<file path="src/rtl/risc_phase_controller_if.sv">
// Opcode/flag inputs and memory/datapath strobes between the phase controller and the core.
interface risc_phase_controller_if #(
  parameter int OPW = 3
);
  logic [OPW-1:0] opcode;
  logic           zero;
  logic [2:0]     phase;
  logic           sel;
  logic           mem_rd;
  logic           mem_wr;
  logic           ld_ir;
  logic           ld_ac;
  logic           ld_pc;
  logic           inc_pc;
  logic           data_e;
  logic           halt;

  modport master (
    input  opcode, zero,
    output phase, sel, mem_rd, mem_wr, ld_ir, ld_ac, ld_pc, inc_pc, data_e, halt
  );

  modport slave (
    output opcode, zero,
    input  phase, sel, mem_rd, mem_wr, ld_ir, ld_ac, ld_pc, inc_pc, data_e, halt
  );
endinterface

</file>
<file path="src/rtl/risc_phase_controller.sv">
// 8-phase VeriRISC sequencer; strobes are a zero-latency decode of the phase register.
// No backpressure: free-running, one instruction per 8 clocks; a sticky HLT freezes it.
module risc_phase_controller #(
  parameter int OPW         = 3,
  parameter bit HALT_STICKY = 1'b1
) (
  input logic                     clk,
  input logic                     rst_n,
  risc_phase_controller_if.master bus
);

  localparam logic [OPW-1:0] OP_HLT = OPW'(0);
  localparam logic [OPW-1:0] OP_SKZ = OPW'(1);
  localparam logic [OPW-1:0] OP_ADD = OPW'(2);
  localparam logic [OPW-1:0] OP_AND = OPW'(3);
  localparam logic [OPW-1:0] OP_XOR = OPW'(4);
  localparam logic [OPW-1:0] OP_LDA = OPW'(5);
  localparam logic [OPW-1:0] OP_STO = OPW'(6);
  localparam logic [OPW-1:0] OP_JMP = OPW'(7);

  typedef enum logic [2:0] {
    INST_ADDR  = 3'd0,
    INST_FETCH = 3'd1,
    INST_LOAD  = 3'd2,
    IDLE       = 3'd3,
    OP_ADDR    = 3'd4,
    OP_FETCH   = 3'd5,
    ALU_OP     = 3'd6,
    STORE      = 3'd7
  } phase_t;

  phase_t phase_q, phase_d;
  logic   halted_q, halted_d;

  logic sel, mem_rd, mem_wr, ld_ir, ld_ac, ld_pc, inc_pc, data_e, halt;
  logic is_alu, is_hlt, is_skz, is_sto, is_jmp;

  always_ff @(posedge clk or negedge rst_n) begin
    if (!rst_n) begin
      phase_q  <= INST_ADDR;
      halted_q <= 1'b0;
    end else begin
      phase_q  <= phase_d;
      halted_q <= halted_d;
    end
  end

  always_comb begin
    is_alu = (bus.opcode == OP_ADD) || (bus.opcode == OP_AND) ||
             (bus.opcode == OP_XOR) || (bus.opcode == OP_LDA);
    is_hlt = (bus.opcode == OP_HLT);
    is_skz = (bus.opcode == OP_SKZ);
    is_sto = (bus.opcode == OP_STO);
    is_jmp = (bus.opcode == OP_JMP);

    phase_d  = phase_t'(phase_q + 3'd1);
    halted_d = halted_q;
    sel      = 1'b0;
    mem_rd   = 1'b0;
    mem_wr   = 1'b0;
    ld_ir    = 1'b0;
    ld_ac    = 1'b0;
    ld_pc    = 1'b0;
    inc_pc   = 1'b0;
    data_e   = 1'b0;
    halt     = 1'b0;

    if (halted_q) begin
      // Frozen in OP_ADDR; suppress the phase-4 inc_pc so PC stays put.
      phase_d = phase_q;
      halt    = 1'b1;
    end else begin
      case (phase_q)
        INST_ADDR: begin
          sel = 1'b1;
        end
        INST_FETCH: begin
          sel    = 1'b1;
          mem_rd = 1'b1;
        end
        INST_LOAD, IDLE: begin
          sel    = 1'b1;
          mem_rd = 1'b1;
          ld_ir  = 1'b1;
        end
        OP_ADDR: begin
          inc_pc = 1'b1;
          halt   = is_hlt;
          if (HALT_STICKY && is_hlt) begin
            halted_d = 1'b1;
            phase_d  = phase_q;
          end
        end
        OP_FETCH: begin
          mem_rd = is_alu;
        end
        ALU_OP: begin
          mem_rd = is_alu;
          inc_pc = is_skz && bus.zero;
          ld_pc  = is_jmp;
          data_e = is_sto;
        end
        STORE: begin
          mem_rd = is_alu;
          ld_ac  = is_alu;
          ld_pc  = is_jmp;
          mem_wr = is_sto;
          data_e = is_sto;
        end
        default: begin
          sel = 1'b1;
        end
      endcase
    end
  end

  assign bus.phase  = phase_q;
  assign bus.sel    = sel;
  assign bus.mem_rd = mem_rd;
  assign bus.mem_wr = mem_wr;
  assign bus.ld_ir  = ld_ir;
  assign bus.ld_ac  = ld_ac;
  assign bus.ld_pc  = ld_pc;
  assign bus.inc_pc = inc_pc;
  assign bus.data_e = data_e;
  assign bus.halt   = halt;

endmodule

</file>
<file path="src/flat_wrapper.sv">
// flat-port wrapper written by rule: the top's interface ports become plain ports
module risc_phase_controller_flat 
#(
  parameter int OPW         = 3,
  parameter bit HALT_STICKY = 1'b1
)
  (clk, rst_n, bus_opcode, bus_zero, bus_phase, bus_sel, bus_mem_rd, bus_mem_wr, bus_ld_ir, bus_ld_ac, bus_ld_pc, bus_inc_pc, bus_data_e, bus_halt);
  risc_phase_controller_if #(.OPW(OPW)) bus_i ();
  input logic clk;
  input logic rst_n;
  input wire logic [$bits(bus_i.opcode)-1:0] bus_opcode;
  input wire logic [$bits(bus_i.zero)-1:0] bus_zero;
  output wire logic [$bits(bus_i.phase)-1:0] bus_phase;
  output wire logic [$bits(bus_i.sel)-1:0] bus_sel;
  output wire logic [$bits(bus_i.mem_rd)-1:0] bus_mem_rd;
  output wire logic [$bits(bus_i.mem_wr)-1:0] bus_mem_wr;
  output wire logic [$bits(bus_i.ld_ir)-1:0] bus_ld_ir;
  output wire logic [$bits(bus_i.ld_ac)-1:0] bus_ld_ac;
  output wire logic [$bits(bus_i.ld_pc)-1:0] bus_ld_pc;
  output wire logic [$bits(bus_i.inc_pc)-1:0] bus_inc_pc;
  output wire logic [$bits(bus_i.data_e)-1:0] bus_data_e;
  output wire logic [$bits(bus_i.halt)-1:0] bus_halt;
  assign bus_i.opcode = bus_opcode;
  assign bus_i.zero = bus_zero;
  assign bus_phase = bus_i.phase;
  assign bus_sel = bus_i.sel;
  assign bus_mem_rd = bus_i.mem_rd;
  assign bus_mem_wr = bus_i.mem_wr;
  assign bus_ld_ir = bus_i.ld_ir;
  assign bus_ld_ac = bus_i.ld_ac;
  assign bus_ld_pc = bus_i.ld_pc;
  assign bus_inc_pc = bus_i.inc_pc;
  assign bus_data_e = bus_i.data_e;
  assign bus_halt = bus_i.halt;
  risc_phase_controller #(.OPW(OPW), .HALT_STICKY(HALT_STICKY)) u_core (.clk(clk), .rst_n(rst_n), .bus(bus_i));
endmodule
</file>
<file path="config.mk">
export PLATFORM = sky130hd
export DESIGN_NAME = risc_phase_controller_flat
export DESIGN_NICKNAME = d
export VERILOG_FILES = /design/src/rtl/risc_phase_controller_if.sv /design/src/rtl/risc_phase_controller.sv /design/src/flat_wrapper.sv
export SDC_FILE = /design/constraint.sdc
export NUM_CORES = 1
export LEC_CHECK = 0
export CAP_MARGIN = 20
export CORE_AREA = 4 4 41 43
export CTS_CLUSTER_SIZE = 20
export DETAILED_ROUTE_END_ITERATION = 8
export DIE_AREA = 0 0 45 47
export GPL_TIMING_DRIVEN = 0
export PLACE_DENSITY = 0.54
export SLEW_MARGIN = 10
export SYNTH_ARGS = -nofsm -noshare
export SYNTH_HDL_FRONTEND = slang
export SYNTH_SLANG_ARGS = --single-unit
</file>
<file path="constraint.sdc">
create_clock -name clk -period 1.7 [get_ports clk]
set_input_delay 0.34 -clock clk [delete_from_list [all_inputs] [get_ports clk]]
set_output_delay 0.34 -clock clk [all_outputs]
set_load 0.05 [all_outputs]
</file>
======== After elaboration in Yosys (flattened, before gate mapping) ========
Index checks and enable logic that the tools add are counted.
operators by class
  add/subtract/negate cells ............... 1
  eq/ne operators ......................... 15
  mux-type cells .......................... 23
  bitwise operators ....................... 1
  reductions and logical operators ........ 12
operators with widths
  cell                                                                    number
  3-bit equality test (second input constant)                             8
  1-bit two-way mux                                                       19
  3-bit by 2-bit equality test with 1-bit output (second input constant)  4
  3-bit by 1-bit equality test with 1-bit output (second input constant)  2
  3-bit logical NOT                                                       2
  3-bit two-way mux                                                       2
  3-bit OR reduction                                                      2
  1-bit one-hot mux with 2 select lines                                   2
  2-bit OR reduction                                                      2
  4-bit OR reduction                                                      1
  3-bit by 1-bit adder with 3-bit output (second input constant)          1
  1-bit logical OR                                                        3
  2-bit != test (second input constant)                                   1
  2-bit AND reduction                                                     1
  1-bit logical AND                                                       1
  1-bit inverter                                                          1
word-level totals
  bits in registers ....................... 4
  bits of input ports ..................... 6

======== Depth between registers and ports, before layout ========
Gate-level depths: netlist (run 1).
  word-level depth ........................ 6
  depth in mapped cells ................... 5

======== Least setup slack after synthesis (run 1) ========
Ideal clock, no wire load.
  kind .................................... reg-to-output
  start ................................... register u_core.phase_q[1], in the netlist u_core.bus.phase[1]
  end ..................................... output port bus_ld_pc
  arrival time ............................ 2.843 ns
  path slack .............................. -1.483 ns
  stages on the path, launching flop included .. 5
  buffers on the path ..................... 0
  path through ............................ dfrtp_1 > ha_1 > ha_1 > a21oi_1 > nor4b_1
between the ends
  cells in the longest elaborated chain, start to end .. 4
  elaborated cells on any way between the ends .. 5
  classes of those cells .................. 2 x eq/ne; 2 x mux; 1 x reduce/logical
ends and longest elaborated chain
  element                         RTL line                     source
  start: declaration              risc_phase_controller.sv:32  phase_t phase_q, phase_d;
  start signal: assignment        risc_phase_controller.sv:43  phase_q <= phase_d;
  3-bit equality test             risc_phase_controller.sv:73  case (phase_q)
  2-bit OR reduction (no line) *  n/a
  1-bit two-way mux *             risc_phase_controller.sv:73
  1-bit two-way mux *             risc_phase_controller.sv:68  if (halted_q) begin
  end: declaration                flat_wrapper.sv:19           output wire logic [$bits(bus_i.ld_pc)-1:0] bus_ld_pc;
Mark *: on every way between the ends. The rest lies on a longest branch, timed or not.

======== Worst setup path in the final report (run 1) ========
  start ................................... register u_core.phase_q[0], in the netlist u_core.bus.phase[0]
  end ..................................... output port bus_mem_rd
between the ends
  cells in the longest elaborated chain, start to end .. 4
  elaborated cells on any way between the ends .. 10
  classes of those cells .................. 6 x eq/ne; 2 x mux; 2 x reduce/logical
ends and longest elaborated chain
  element                                            RTL line                     source
  3-bit equality test, or another cell as far along  risc_phase_controller.sv:73
  3-bit OR reduction (no line)                       n/a
  1-bit one-hot mux with 2 select lines *            risc_phase_controller.sv:73
  1-bit two-way mux *                                risc_phase_controller.sv:68
  end: declaration                                   flat_wrapper.sv:15           output wire logic [$bits(bus_i.mem_rd)-1:0] bus_mem_rd;
Marks and branches as above.

==> run_results.csv, run 1 <==
group,metric,value,unit
status,status,"finished with violations",
status,violations,"negative setup slack",
worst_setup_path,cp_cell_sequence,"ha_4, ha_4, nor3_4, a221oi_4, buf_6",
detailed_routing,drt-pass1-iter-count,2,
grt,grt_pass1_vias,413,
synth,netlist_top_cells_area,"dfrtp_1 28%, ha_1 21%, nor2_1 5.3%",
synth,syn_area,355,um^2
clock_network,cts_tree,"done",
synth,synth.avg_cell_area,9.11,um^2
floorplan,fp.dieW,45,um
floorplan,die-area,2120,um^2
detailed_routing,routed_via_density,4.87,
worst_setup_path,critPathMaxStageDelay,510,ps
synth,synth.yosys.seq_area_share,28.2,%
clock_network,numCtsBuffers,3,
sta,drv_slew,0,
placed_design,gp_congestion,0.790,
detailed_routing,wl,1310,um
worst_hold_path,hp-class,"in2async",
synth,yosys.area.top_type,"dfrtp_1",
layout,drive_gt1_share,74.6,%
detailed_routing,drtIter0Drc,2,
worst_setup_path,critPathArrivalTime,1590,ps
worst_setup_path,setup.worst_path.end_class,"primary output",
detailed_routing,num_vias,399,
layout,fillers,101,
clock_network,cts_buffer_depth,2,
synth,synth_cells,39,
synth,synth-seq-cells,4,
sta,rsz0062_at_grt,"true",
detailed_routing,wl_per_cell,16.0,um
placed_design,dp_hpwl,897,um
synth,synthTopCellsByCount,"6 x ha_1, 5 x nor2_1, 4 x dfrtp_1, 4 x inv_1",
worst_setup_path,cpLargestDelayFamily,"flip-flops",
sta,finalWorstSetupSlack,-232,ps
grt,gr-total-overflow,0,
grt,grt_pass1_wl,2030,um
layout,finish.utilization,69.2,%
synth,synth_fp_nets,51,
worst_setup_path,slowest_stage,"dfrtp_4",
worst_setup_path,cpMostUsedCell,"ha_4",
floorplan,io_pins,18,
sta,fin_crit_sh,114,%
grt,antenna_found_initial,0,
detailed_routing,ant_nets,0,
sta,tns,-1510,ps
floorplan,dieHeight,47,um
clock_network,path_clk_slew,40,ps
worst_setup_path,cp_max_fo,4,
sta,skew,0.273,ps
worst_setup_path,worstPathRequired,1360,ps
synth,synth-main-ff-cell,"dfrtp_1",
clock_network,cts.sinks,4,
clock_network,h-tree-depth,1,
detailed_routing,drc,0,
sta,max_freq,518,MHz
clock_network,root_buffer,"clkbuf_4",
floorplan,rows,13,
sta,setup_viol,8,
run,maxCapViolations,0,
sta,hold_viol,0,
grt,track_usage,13.8,%
synth,synth_enable_flop_cells,0,
placed_design,pre_cts_ws,-1050,ps
synth,synth_top_cell_area_share,28.2,%
placed_design,portBuffers,17,
layout,syn_to_final_growth,154,%
synth,synthMostInstantiatedCell,"ha_1",
grt,grt_max_degree,11,
synth,ys_async_sr_fraction,100,%
synth,synth.distinct_cells,18,
synth,yosys_warnings,0,
worst_setup_path,cp.buffers_inverters,1,
sta,tightest_slew,517,ps
sta,slew_headroom,65.7,%
sta,fin_crit,1930,ps
floorplan,start_util,27.3,%
worst_setup_path,worst-setup-path-type,"reg2out",
worst_setup_path,startpoint_type,"register",
layout,final_nets,80,
layout,diodes,0,
clock_network,clk_latency,240,ps
floorplan,fp.coreArea,1300,um^2
==> layout by cell type, fill, tap and decap left out, drive strengths merged <==
cell type	n
buf	17
ha	6
dlygate4sd2	5
nor2	5
clkbuf	4
inv	4
dfrtp	4
a21oi	3
nor4b	2
nor4	2
nand2b	2
nor3	2
o21ai	2
clkdlybuf4s50	2
xnor2	2
nand2	1
a41oi	1
a221oi	1
mux2	1
clkdlybuf4s15	1
==> final cells by class <==
| class | instances | area (um^2) | area share (%) |
|---|---|---|---|
| Timing Repair Buffer | 24 | 236 | 26.3 |
| Buffer | 1 | 5.00 | 0.556 |
| Multi-Input combinational cell | 30 | 480 | 53.3 |
| Tap cell | 15 | 18.8 | 2.08 |
| Inverter | 4 | 25.0 | 2.78 |
| Clock buffer | 4 | 26.3 | 2.92 |
| Sequential cell | 4 | 109 | 12.1 |
==> worst paths after layout <==
kind                       slack (ps)  cells after the start                       startpoint                              end
max                              -230                      5  u_core.bus.phase[0]$_DFFE_PN0P_                       bus_mem_rd
max in group asynchronous        1230                      1                            rst_n  u_core.bus.phase[2]$_DFFE_PN0P_
min reg2reg                       630                      1  u_core.bus.phase[1]$_DFFE_PN0P_  u_core.bus.phase[1]$_DFFE_PN0P_
min                               300                      1                            rst_n  u_core.bus.phase[0]$_DFFE_PN0P_
max reg2reg                        60                      6  u_core.bus.phase[0]$_DFFE_PN0P_  u_core.bus.phase[1]$_DFFE_PN0P_
min in group clk                  630                      1  u_core.bus.phase[1]$_DFFE_PN0P_  u_core.bus.phase[1]$_DFFE_PN0P_
==> sequential cells by signal, indices dropped and copies added, names as in the netlist <==
name	count
u_core.bus.phase	3
u_core.halted_q	1
==> cell families after synthesis <==
logic type      after synthesis  share of synthesized area (%)
compound gates                7                           13.0
xor+xnor                      2                           4.93
fa+ha+maj                     6                           21.1
buf+inv                       5                           5.63
flops                         4                           28.2
mux                           1                           4.22
simple gates                 14                           22.9
==> timing repair <==
item / CTS / global route
setup endpoints to repair: 12 / 11
buffers inserted: 5 / 3
gates resized for setup: 79 / 11
pin swaps: 6 / 4
hold buffers: 0 / 0
==> stage by stage <==
| step | instances | hold WS (ps) | cell area (um^2) |
|---|---|---|---|
| after CTS | 80 | 292 | 855 |
| after detailed placement | 71 | 551 | 706 |
| after global placement | 71 | 549 | 706 |
| final | 82 | 295 | 901 |
| after floorplan | 39 | 44.4 | 517 |
| after global routing | 82 | 300 | 901 |
==> layer usage <==
layer	part of all wire, %	routed length [um]	vias up	global-route usage [%]
met2	57	749	14	27.1
met4	0	0	0	1.75
li1	-	-	195	-
met1	37	485	190	13.8
met3	5.9	77	0	5.75
met5	0	0	-	0
==> worst register-to-register path: cells and delay by family (launching register included) <==
kind,cells,cell delay [ps]
and+or+nand+nor,1,250
AOI/OAI and AO/OA,1,110
buffers and inverters,2,240
adders and majority gates,1,130
muxes,1,280
DFF,1,510
Power of run 1 is left out: the tool's default activity adds up to more than one toggle a clock period on the data nets, which glitch-free logic cannot reach.
==> run 2: changes to the inputs <==
Settings changed: CAP_MARGIN 20 to unset.
==> results of run 2 <==
Final layout, timing and power as in run 1 (identical DEF).
Power of run 2 is left out for the same reason.
==> run 3: changes to the inputs <==
Settings changed: CAP_MARGIN set to 20.
==> results of run 3 <==
Final layout, timing and power as in run 1 (identical DEF).
Power of run 3 is left out for the same reason.
